===== src/rtl/npu_pkg.sv =====
// Shared types and constants for the NPU image datapath.
// Covers the image RAM geometry and the port A arbiter encodings.
package npu_pkg;

    localparam int RAM_ADDR_W  = 19;
    localparam int RAM_DATA_W  = 8;

    localparam int IMG_BASE    = 0;
    localparam int RESULT_BASE = 160000;
    localparam int IMG_W       = 400;

    typedef enum logic [1:0] {
        ARB,
        LOCK0,
        LOCK1
    } arb_state_t;

    localparam logic [1:0] OWNER_NONE = 2'd0;
    localparam logic [1:0] OWNER_0    = 2'd1;
    localparam logic [1:0] OWNER_1    = 2'd2;

endpackage


===== src/rtl/ram_port_arbiter.sv =====
// Two-way round-robin arbiter for image RAM port A.
// Requester 0 is the host loader; requester 1 is the NPU tile sequencer.
module ram_port_arbiter
    import npu_pkg::*;
#(
    parameter int ADDR_W = RAM_ADDR_W,
    parameter int DATA_W = RAM_DATA_W
) (
    input  logic              clk,
    input  logic              rst,

    input  logic              req_0,
    input  logic              we_0,
    input  logic              lock_0,
    input  logic [ADDR_W-1:0] addr_0,
    input  logic [DATA_W-1:0] wdata_0,
    output logic              gnt_0,
    output logic              rvalid_0,

    input  logic              req_1,
    input  logic              we_1,
    input  logic              lock_1,
    input  logic [ADDR_W-1:0] addr_1,
    input  logic [DATA_W-1:0] wdata_1,
    output logic              gnt_1,
    output logic              rvalid_1,

    output logic [DATA_W-1:0] rdata,

    output logic [ADDR_W-1:0] ram_addr,
    output logic [DATA_W-1:0] ram_wdata,
    output logic              ram_wren,
    input  logic [DATA_W-1:0] ram_rdata,

    output logic [1:0]        owner
);

    arb_state_t state;
    logic       last_gnt;   // 1 = requester 1 was granted most recently
    logic       tag_valid;
    logic       tag_id;
    logic       pick_0;
    logic       pick_1;

    // NOTE: every always_comb output gets a default first so no path can infer a latch.
    always_comb begin
        pick_0 = 1'b0;
        pick_1 = 1'b0;
        case (state)
            LOCK0:   pick_0 = 1'b1;
            LOCK1:   pick_1 = 1'b1;
            default: begin
                pick_0 = !req_1 || last_gnt;
                pick_1 = !req_0 || !last_gnt;
            end
        endcase
    end

    assign gnt_0 = req_0 & pick_0;
    assign gnt_1 = req_1 & pick_1;
    assign rdata = ram_rdata;

    // NOTE: sequential state uses non-blocking assignments only; the defaults at the
    // top of the else branch are overridden by later assignments in the same edge.
    always_ff @(posedge clk or posedge rst) begin
        if (rst) begin
            state     <= ARB;
            last_gnt  <= 1'b1;
            tag_valid <= 1'b0;
            tag_id    <= 1'b0;
            rvalid_0  <= 1'b0;
            rvalid_1  <= 1'b0;
            ram_addr  <= '0;
            ram_wdata <= '0;
            ram_wren  <= 1'b0;
            owner     <= OWNER_NONE;
        end else begin
            rvalid_0  <= tag_valid & !tag_id;
            rvalid_1  <= tag_valid & tag_id;
            ram_wren  <= 1'b0;
            tag_valid <= 1'b0;

            if (gnt_0) begin
                ram_addr  <= addr_0;
                ram_wdata <= wdata_0;
                ram_wren  <= we_0;
                last_gnt  <= 1'b0;
                tag_valid <= !we_0;
                tag_id    <= 1'b0;
                state     <= lock_0 ? LOCK0 : ARB;
                owner     <= lock_0 ? OWNER_0 : OWNER_NONE;
            end else if (gnt_1) begin
                ram_addr  <= addr_1;
                ram_wdata <= wdata_1;
                ram_wren  <= we_1;
                last_gnt  <= 1'b1;
                tag_valid <= !we_1;
                tag_id    <= 1'b1;
                state     <= lock_1 ? LOCK1 : ARB;
                owner     <= lock_1 ? OWNER_1 : OWNER_NONE;
            end else if ((state == LOCK0 && !req_0) || (state == LOCK1 && !req_1)) begin
                // Owner walked away mid-burst: release the port.
                state <= ARB;
                owner <= OWNER_NONE;
            end
        end
    end

endmodule


===== config.mk =====
export PLATFORM = sky130hd
export DESIGN_NAME = ram_port_arbiter
export DESIGN_NICKNAME = d
export VERILOG_FILES = /design/src/rtl/npu_pkg.sv /design/src/rtl/ram_port_arbiter.sv
export SDC_FILE = /design/constraint.sdc
export NUM_CORES = 1
export LEC_CHECK = 0
export CORE_ASPECT_RATIO = 0.9
export CORE_UTILIZATION = 35
export CTS_BUF_LIST = sky130_fd_sc_hd__clkbuf_8
export DETAILED_ROUTE_END_ITERATION = 16
export PLACE_DENSITY_LB_ADDON = 0.08
export REMOVE_ABC_BUFFERS = 1
export SLEW_MARGIN = 10
export SYNTH_ARGS = -nofsm -noshare
export SYNTH_HDL_FRONTEND = slang
export SYNTH_SLANG_ARGS = --single-unit

===== constraint.sdc =====
create_clock -name clk -period 1.7 [get_ports clk]
set_clock_uncertainty 0.1 [all_clocks]
set_input_delay 0.34 -clock clk [delete_from_list [all_inputs] [get_ports clk]]
set_output_delay 0.34 -clock clk [all_outputs]
set_load 0.005 [all_outputs]

### Word level (Yosys, flattened, before mapping)

Index checks and enable logic that the tools add are counted.

* reductions and logical operators: 13
* bitwise operators: 4
* eq/ne operators: 2
* multiplexer cells: 17

Operator list (number)
* 19-bit two-way mux: 2
* 8-bit two-way mux: 2
* 2-bit two-way mux: 4
* 1-bit two-way mux: 7
* 1-bit logical NOT: 6
* 1-bit bitwise AND: 4
* 1-bit one-hot mux with 2 select lines: 2
* 1-bit logical OR: 3
* 3-bit nonzero test: 1
* 2-bit by 1-bit == test with 1-bit output, second input constant: 1
* 2-bit == test, second input constant: 1
* 1-bit logical AND: 2
* 2-bit nonzero test: 1

* bits in registers: 35
* logic and storage cells: 45
* output and inout port bits: 42

### Longest topological paths before layout

Gate-level depths: netlist (run 1).

* depth in word-level cells: 6
* mapped depth: 8
* gate-level depth less buffers: 6

### Least setup slack after synthesis (run 1)

OpenSTA, ideal clock, no wires.

* path kind: reg-to-reg
* start: register state[0]
* end: register ram_addr[0]
* library setup time: 131 ps
* stages on the path, launching flop included: 9
* buffers on the path: 3
* slack: -45 ps
* data arrival time: 1514 ps
* cell sequence: dfrtp_1 inv_1 ha_1 buf_6 o21a_1 buf_4 buf_2 nor3_1 a31oi_1

* cells in the longest elaborated chain, start to end: 4

RTL lines
* start: declaration: RTL line ram_port_arbiter.sv:38 `arb_state_t state;`
* start signal: assignment: RTL line ram_port_arbiter.sv:90 `state <= lock_0 ? LOCK0 : ARB;`
* start signal: assignment: RTL line ram_port_arbiter.sv:99 `state <= lock_1 ? LOCK1 : ARB;`
* 2-bit == test / 2-bit by 1-bit == test with 1-bit output (equally long branches): RTL line ram_port_arbiter.sv:49 `case (state)`
* 1-bit one-hot mux with 2 select lines: RTL line ram_port_arbiter.sv:49
* 1-bit bitwise AND (on tied branches): RTL line ram_port_arbiter.sv:59, ram_port_arbiter.sv:60
* 19-bit two-way mux / 2-bit nonzero test (equally long branches)
* end signal: assignment: RTL line ram_port_arbiter.sv:84 `ram_addr <= addr_0;`
* end signal: assignment: RTL line ram_port_arbiter.sv:93 `ram_addr <= addr_1;`
* end: declaration: RTL line ram_port_arbiter.sv:30 `output logic [ADDR_W-1:0] ram_addr,`

Parallel ways exist; a longest one is shown, timed or not.
A chain may end at the register's enable or synchronous reset.

### Worst setup path after layout (run 1)

* start: register state[1]
* end: output gnt_0

* cells in the longest elaborated chain, start to end: 3

RTL lines
* 2-bit == test / 2-bit by 1-bit == test with 1-bit output (equally long branches): RTL line ram_port_arbiter.sv:49
* 1-bit one-hot mux with 2 select lines (*): RTL line ram_port_arbiter.sv:49
* 1-bit bitwise AND (*): RTL line ram_port_arbiter.sv:59 `assign gnt_0 = req_0 & pick_0;`
* end: declaration: RTL line ram_port_arbiter.sv:17 `output logic gnt_0,`

Mark *: on every way between the ends. The rest lies on a longest branch, timed or not.

==> flow_summary.ini, run 1 <==
[run_status]
result_of_the_run = finished, violations left
violations = negative setup slack

[power]
maximum_vdd_drop_mv = 1.06
total_power_uw = 5800
power_density_nw_per_um2 = 1800
leakagePower_uw = 0.00128

[timing]
grt_setup_unrepaired = yes
final.setup.tns_ns = -1.31
final_max_slew_viol_count = 0
final_hold_viol_count = 0
clock.fmax_mhz = 536
maxSlewHeadroom_pct = 75.2
layout_worst_path_cycle_share_pct = 110
actual_slew_at_the_worst_max_slew_pin_ns = 0.372
setup_slack_ns = -0.166
report.final.setup_viol = 28
fin_crit_ns = 1.87

[global_routing]
grt_overflow_total = 0
initial_antenna_violation_count = 0
number_of_global_route_vias_before_repair = 1870
first_pass_grt_wire_length_mm = 9.20
grtUsageTotal_pct = 21.6
maximum_number_of_pins_on_one_net_before_global_route_repair = 52

[place]
placed_area_um2 = 2890
portBuffers = 95
place.gp.congestion = 0.787
place_inst = 359
place_hpwl_mm = 4.05

[synth]
synthesis.area_um2 = 1860
mean_post_synth_cell_area_um2 = 9.23
synth.ff_latch_count = 35
seq_area_frac_synth_pct = 47.3
ys.warnings.count = 0
post_synth_inst_count = 201
synth_cell_types = 26

[critical_path]
crit_required_ns = 1.26
crit_path_max_fanout = 2
critical_path_startpoint_category = flip-flop
path_class = reg -> out
worst-endpoint-arrival_ns = 1.43
worstSetupEndpointType = output pin

[job]
max_cap_violations = 0

[layout]
layout-area-overhead-vs-synth_pct = 74.0
layout.filler_cells = 437
post_route_cells_drive_above_1_share_pct = 22.3
postLayoutCellArea_um2 = 3230
layout.cells.most_common = sky130_fd_sc_hd__clkdlybuf4s50_1
final_net_count = 381
layout_common_cells = 91 x sky130_fd_sc_hd__clkdlybuf4s50_1, 34 x sky130_fd_sc_hd__dfrtp_1, 29 x sky130_fd_sc_hd__nand3_1, 27 x sky130_fd_sc_hd__a31oi_1, 26 x sky130_fd_sc_hd__nor3_1
layout.cells.non_filler = 375
insertedDiodeCount = 0

[routing]
ant_nets = 0
detail_route.first_pass.iterations = 4
initialDrtViolationCount = 93
vias_per_cell = 5.27
totalWireLength_mm = 5.92
routed-via-count = 1975
routed_wire_length_per_instance_um = 15.8
route.detailed.drc = 0

[die]
floorplan.die.height_um = 71.1
num_io_pins = 112
die_x_um = 78.8
core-area_um2 = 4980
floorplan.initialDensity_pct = 37.2
core.rowCount = 24
die_area_um2 = 5600

[clock_tree]
clock_sink_count = 35
cts.clk_slew.worst_paths_ns = 0.07
clk_path_buf_depth = 2
tritoncts.num_buffers = 5
cts_tree = built
cts.hold.buffers_added = 0
ctsRootBufferMaster = sky130_fd_sc_hd__clkbuf_8
htree_levels = 2
worstSkewPairLatency_ns = 0.29

[min_path]
kind_of_path_behind_the_tightest_hold_check = in -> async
==> through the flow <==
step,hold slack [ns],utilization (%),setup slack (ns)
6_report,0.293,64.8,-0.166
5_1_grt,0.312,64.8,-0.234
4_1_cts,0.299,63.0,-0.170
3_5_place_dp,0.349,58.1,-0.439
3_3_place_gp,0.333,58.1,-0.408
2_1_floorplan,0.317,-,-0.859
==> path summary, 6_finish.rpt <==
path                       startpoint        end  slack, ns  depth (start not counted)
hold reg to reg                tag_id   rvalid_0       0.35                          1
setup / recovery             state[1]      gnt_0      -0.17                          7
hold / removal                    rst   rvalid_0       0.29                          3
setup reg to reg             state[1]  tag_valid      -0.10                          5
max in group asynchronous         rst   last_gnt       0.95                          3
min in group clk               tag_id   rvalid_0       0.35                          1
==> synthesized netlist by cell type <==
cell type / instances / area, µm²
sky130_fd_sc_hd__and2_1: 1 / 6.26
sky130_fd_sc_hd__inv_1: 4 / 15.0
sky130_fd_sc_hd__a32o_1: 1 / 10.0
sky130_fd_sc_hd__clkbuf_1: 1 / 3.75
sky130_fd_sc_hd__o21ai_0: 24 / 120
sky130_fd_sc_hd__o21ai_2: 1 / 8.76
sky130_fd_sc_hd__o21ai_1: 5 / 25.0
sky130_fd_sc_hd__nand3b_2: 1 / 11.3
sky130_fd_sc_hd__buf_2: 7 / 35.0
sky130_fd_sc_hd__and3b_1: 1 / 8.76
sky130_fd_sc_hd__dfrtp_1: 34 / 851
sky130_fd_sc_hd__nor2b_1: 1 / 6.26
sky130_fd_sc_hd__nand2_2: 2 / 12.5
sky130_fd_sc_hd__nand3_1: 29 / 145
sky130_fd_sc_hd__a31oi_1: 27 / 169
sky130_fd_sc_hd__clkbuf_8: 1 / 13.8
sky130_fd_sc_hd__ha_1: 2 / 25.0
sky130_fd_sc_hd__a22o_1: 1 / 8.76
sky130_fd_sc_hd__a21boi_0: 1 / 7.51
sky130_fd_sc_hd__nor2_1: 3 / 11.3
sky130_fd_sc_hd__o21a_1: 4 / 30.0
sky130_fd_sc_hd__buf_4: 17 / 128
sky130_fd_sc_hd__dfstp_2: 1 / 26.3
sky130_fd_sc_hd__buf_6: 2 / 22.5
sky130_fd_sc_hd__nor3_1: 28 / 140
sky130_fd_sc_hd__and3_2: 2 / 15.0
==> power breakdown <==
part	internal (µW)	leakage [µW]	total, µW	switching [µW]
clock	474	0.0000612	782	307
combinational	1930	0.000810	3510	1590
sequential	1270	0.000409	1500	233
==> kinds of logic (layout without fill, tap and decap cells) <==
group                      Yosys count  in the layout  share of synthesized area (%)
buffers and inverters               32            141                           11.7
AOI/OAI and AO/OA                   64             64                           20.4
and+or+nand+nor                     68             68                           19.2
adders and majority gates            2              2                           1.35
DFF                                 35             35                           47.3
==> state kept, by name (all words and copies together) (netlist names) <==
signal / count
last_gnt: 1
tag_id: 1
state: 2
ram_wren: 1
rvalid_0: 1
ram_addr: 19
tag_valid: 1
ram_wdata: 8
rvalid_1: 1
==> final cells by class <==
| cell class | instances | area [µm²] | share of cell area [%] |
|---|---|---|---|
| multi-input cells | 134 | 858 | 26.6 |
| repair buffers | 129 | 1270 | 39.5 |
| well taps | 65 | 81.3 | 2.52 |
| clock buffers | 6 | 82.6 | 2.56 |
| flip-flops and latches | 35 | 877 | 27.2 |
| clock inverters | 2 | 35.0 | 1.09 |
| inverters | 4 | 20.0 | 0.620 |
==> critical path: stages (launching register included) <==
cell                      delay, ns
sky130_fd_sc_hd__dfrtp_1       0.40
sky130_fd_sc_hd__buf_6         0.13
sky130_fd_sc_hd__inv_4         0.03
sky130_fd_sc_hd__ha_4          0.15
sky130_fd_sc_hd__o21a_4        0.22
sky130_fd_sc_hd__nand2_4       0.07
sky130_fd_sc_hd__inv_4         0.04
sky130_fd_sc_hd__buf_6         0.10
==> layer usage <==
| layer | track usage (%) | wire (µm) | vias up |
|---|---|---|---|
| met5 | 0 | 0 | - |
| met4 | 4.94 | 48 | 0 |
| met3 | 9.68 | 470 | 5 |
| met2 | 32.9 | 2710 | 83 |
| met1 | 28.1 | 2690 | 936 |
| li1 | - | - | 951 |
==> timing repair <==
action,4_1_cts,5_1_grt
setup buffers,6,3
pin swaps,7,16
setup endpoints to repair,32,35
gates cloned,1,0
resized for setup,45,27
Note: power is estimated with default switching activity, not from simulation.
==> run 2: changes to the inputs <==
--- a/config.mk
+++ b/config.mk
@@ -5,6 +5,7 @@
 export SDC_FILE = /design/constraint.sdc
 export NUM_CORES = 1
 export LEC_CHECK = 0
+export ABC_CLOCK_PERIOD_IN_PS = 1700
 export CORE_ASPECT_RATIO = 0.9
 export CORE_UTILIZATION = 35
 export CTS_BUF_LIST = sky130_fd_sc_hd__clkbuf_8
==> results of run 2 <==
No change in the layout: final DEF, timing and power equal those of run 1.
==> run 3: changes to the inputs <==
==> constraint.sdc (replaced) <==
create_clock -name clk -period 1.7 [get_ports clk]
set_clock_uncertainty 0.1 [all_clocks]
set_input_delay 0.51 -clock clk [delete_from_list [all_inputs] [get_ports clk]]
set_output_delay 0.51 -clock clk [all_outputs]
set_load 0.005 [all_outputs]
==> run 3 against run 2 <==
Against the previous run: the run still ends with negative setup slack left; combinational power down 3%; flip-flop and latch count unchanged; total power fell by 5.4%; design area shrank 0.43%; sequential share of layout area grew 0.12 points; critical path type is now in -> out; final cell count is 1.6% higher; global-route usage down 0.10 points; count of clock-buffer cells in the layout unchanged; critical endpoint unchanged.
==> flow_summary.ini, run 3 (synthesis gave the netlist of run 1 again) <==
[global_routing]
number_of_global_route_vias_before_repair = 1957
grt_overflow_total = 0
grtUsageTotal_pct = 21.5
initial_antenna_violation_count = 0
maximum_number_of_pins_on_one_net_before_global_route_repair = 52
first_pass_grt_wire_length_mm = 9.25

[clock_tree]
clock_sink_count = 35
clk_path_buf_depth = 2
cts_tree = built
cts.clk_slew.worst_paths_ns = 0.06
tritoncts.num_buffers = 5
htree_levels = 2
cts.hold.buffers_added = 0
worstSkewPairLatency_ns = 0.28
ctsRootBufferMaster = sky130_fd_sc_hd__clkbuf_8

[routing]
totalWireLength_mm = 5.90
initialDrtViolationCount = 64
detail_route.first_pass.iterations = 4
vias_per_cell = 5.36
route.detailed.drc = 0
routed_wire_length_per_instance_um = 15.5
routed-via-count = 2043
ant_nets = 0

[layout]
layout.cells.most_common = sky130_fd_sc_hd__clkdlybuf4s50_1
insertedDiodeCount = 0
postLayoutCellArea_um2 = 3210
post_route_cells_drive_above_1_share_pct = 23.1
layout.cells.non_filler = 381
final_net_count = 388
top_regs = ram_addr: 19 flops, ram_wdata: 8 flops, state: 2 flops
layout_common_cells = 61 x sky130_fd_sc_hd__clkdlybuf4s50_1, 34 x sky130_fd_sc_hd__dfrtp_1, 30 x sky130_fd_sc_hd__dlygate4sd2_1, 29 x sky130_fd_sc_hd__nand3_1, 27 x sky130_fd_sc_hd__a31oi_1
largest_reg_flops = 19
layout-area-overhead-vs-synth_pct = 73.2
largest-register = ram_addr

[critical_path]
critical_path_startpoint_category = primary input
worst_r2r_startpoint = state[1]
worstRegToRegCells = 5
crit_buf_inv = 3
worst-endpoint-arrival_ns = 1.44
worst_path_dominant_cell_family = buffers and inverters
setup.reg_to_reg.worst_slack_ns = -0.24
crit_path_max_fanout = 3
worstSetupEndpointType = output pin
cp_slowest_cell = sky130_fd_sc_hd__clkdlybuf4s50_1
crit_required_ns = 1.09
slowest_delay_ns = 0.53
path_class = in -> out
capture_instance_of_the_worst_register_to_register_path = tag_valid
path_cells = clkdlybuf4s50_1 > nand3b_2 > nand2_4 > inv_4 > buf_2

[power]
maximum_vdd_drop_mv = 0.853
power_density_nw_per_um2 = 1710
leakagePower_uw = 0.00134

[timing]
fin_crit_ns = 2.05
grt_setup_unrepaired = yes
actual_slew_at_the_worst_max_slew_pin_ns = 0.513
final_hold_viol_count = 0
layout_worst_path_cycle_share_pct = 120
final.setup.tns_ns = -5.71
setup_slack_ns = -0.347
maxSlewHeadroom_pct = 65.8
report.final.setup_viol = 32
final_max_slew_viol_count = 0
clock.fmax_mhz = 489

[run_status]
result_of_the_run = finished, violations left
violations = negative setup slack

[place]
placed_area_um2 = 2890
portBuffers = 95
place_inst = 359
place_hpwl_mm = 3.97
place.gp.congestion = 0.776

[die]
core.rowCount = 24
floorplan.initialDensity_pct = 37.2
num_io_pins = 112
core-area_um2 = 4980
die_area_um2 = 5600
die_x_um = 78.8
floorplan.die.height_um = 71.1

[min_path]
hold_start = tag_id
hold_depth = 1
min_to = rvalid_0
kind_of_path_behind_the_tightest_hold_check = reg -> reg

[job]
max_cap_violations = 0
-- run 3: changes by cell type in the layout (fill, tap and decap cells not counted), sizes merged --
cell,delta
clkbuf,+1
bufinv,-1
clkdlybuf4s50,-30
dlygate4sd2,+29
buf,+8
clkdlybuf4s15,-1
-- run 3: layout make-up --
cell class,count,area (µm²)
Multi-Input combinational cell,134,862
Sequential cell,35,877
Timing Repair Buffer,136,1290
Clock inverter,1,5.00
Inverter,4,20.0
Fill cell,450,1770
Tap cell,65,81.3
Clock buffer,6,82.6
-- run 3: worst max-delay path by stage --
| stage | start | depth (start not counted) | slack (ns) | to |
|---|---|---|---|---|
| finish | req_1 | 5 | -0.35 | gnt_0 |
| global route | state[1] | 5 | -0.39 | gnt_0 |
| CTS | state[0] | 6 | -0.32 | gnt_0 |
| detailed placement | req_0 | 4 | -0.73 | gnt_1 |
| global placement | req_0 | 4 | -0.70 | gnt_1 |
| floorplan | state[0] | 5 | -1.03 | gnt_0 |
-- run 3: worst register-to-register path, stage by stage, from the launching register on --
cell and delay [ns]:
sky130_fd_sc_hd__dfrtp_1 0.42, sky130_fd_sc_hd__ha_4 0.32, sky130_fd_sc_hd__o21a_4 0.15, sky130_fd_sc_hd__buf_4 0.42, sky130_fd_sc_hd__nand3_1 0.19, sky130_fd_sc_hd__and3_2 0.23
-- run 3: stage by stage --
step	hold WS (ns)	util, %	total power, µW	worst slack [ns]
floorplan	0.317	-	2770	-1.03
global placement	0.330	58.1	4490	-0.703
detailed placement	0.334	58.1	4530	-0.731
CTS	0.343	62.4	5250	-0.323
global route	0.359	64.5	5900	-0.386
finish	0.339	64.5	5490	-0.347
-- run 3: metal layers --
| layer | up-vias | global-route usage (%) | share of wire, % |
|---|---|---|---|
| met5 | - | 0 | 0 |
| met2 | 94 | 33.4 | 46 |
| li1 | 964 | - | - |
| met3 | 9 | 7.23 | 8.2 |
| met1 | 976 | 28.3 | 45 |
| met4 | 0 | 6.58 | 1.2 |
-- run 3: timing repair --
| action | in CTS | in global routing |
|---|---|---|
| pin swaps | 3 | 4 |
| setup buffers | 11 | 5 |
| hold endpoints to repair | 0 | 0 |
| endpoints found under the setup margin | 63 | 36 |
| cloned | 1 | 1 |
| resized for setup | 75 | 24 |
-- run 3: report_power, final --
part	internal [µW]	total, µW	switching [µW]
logic	1780	3400	1620
clock network	318	604	287
registers	1270	1480	214
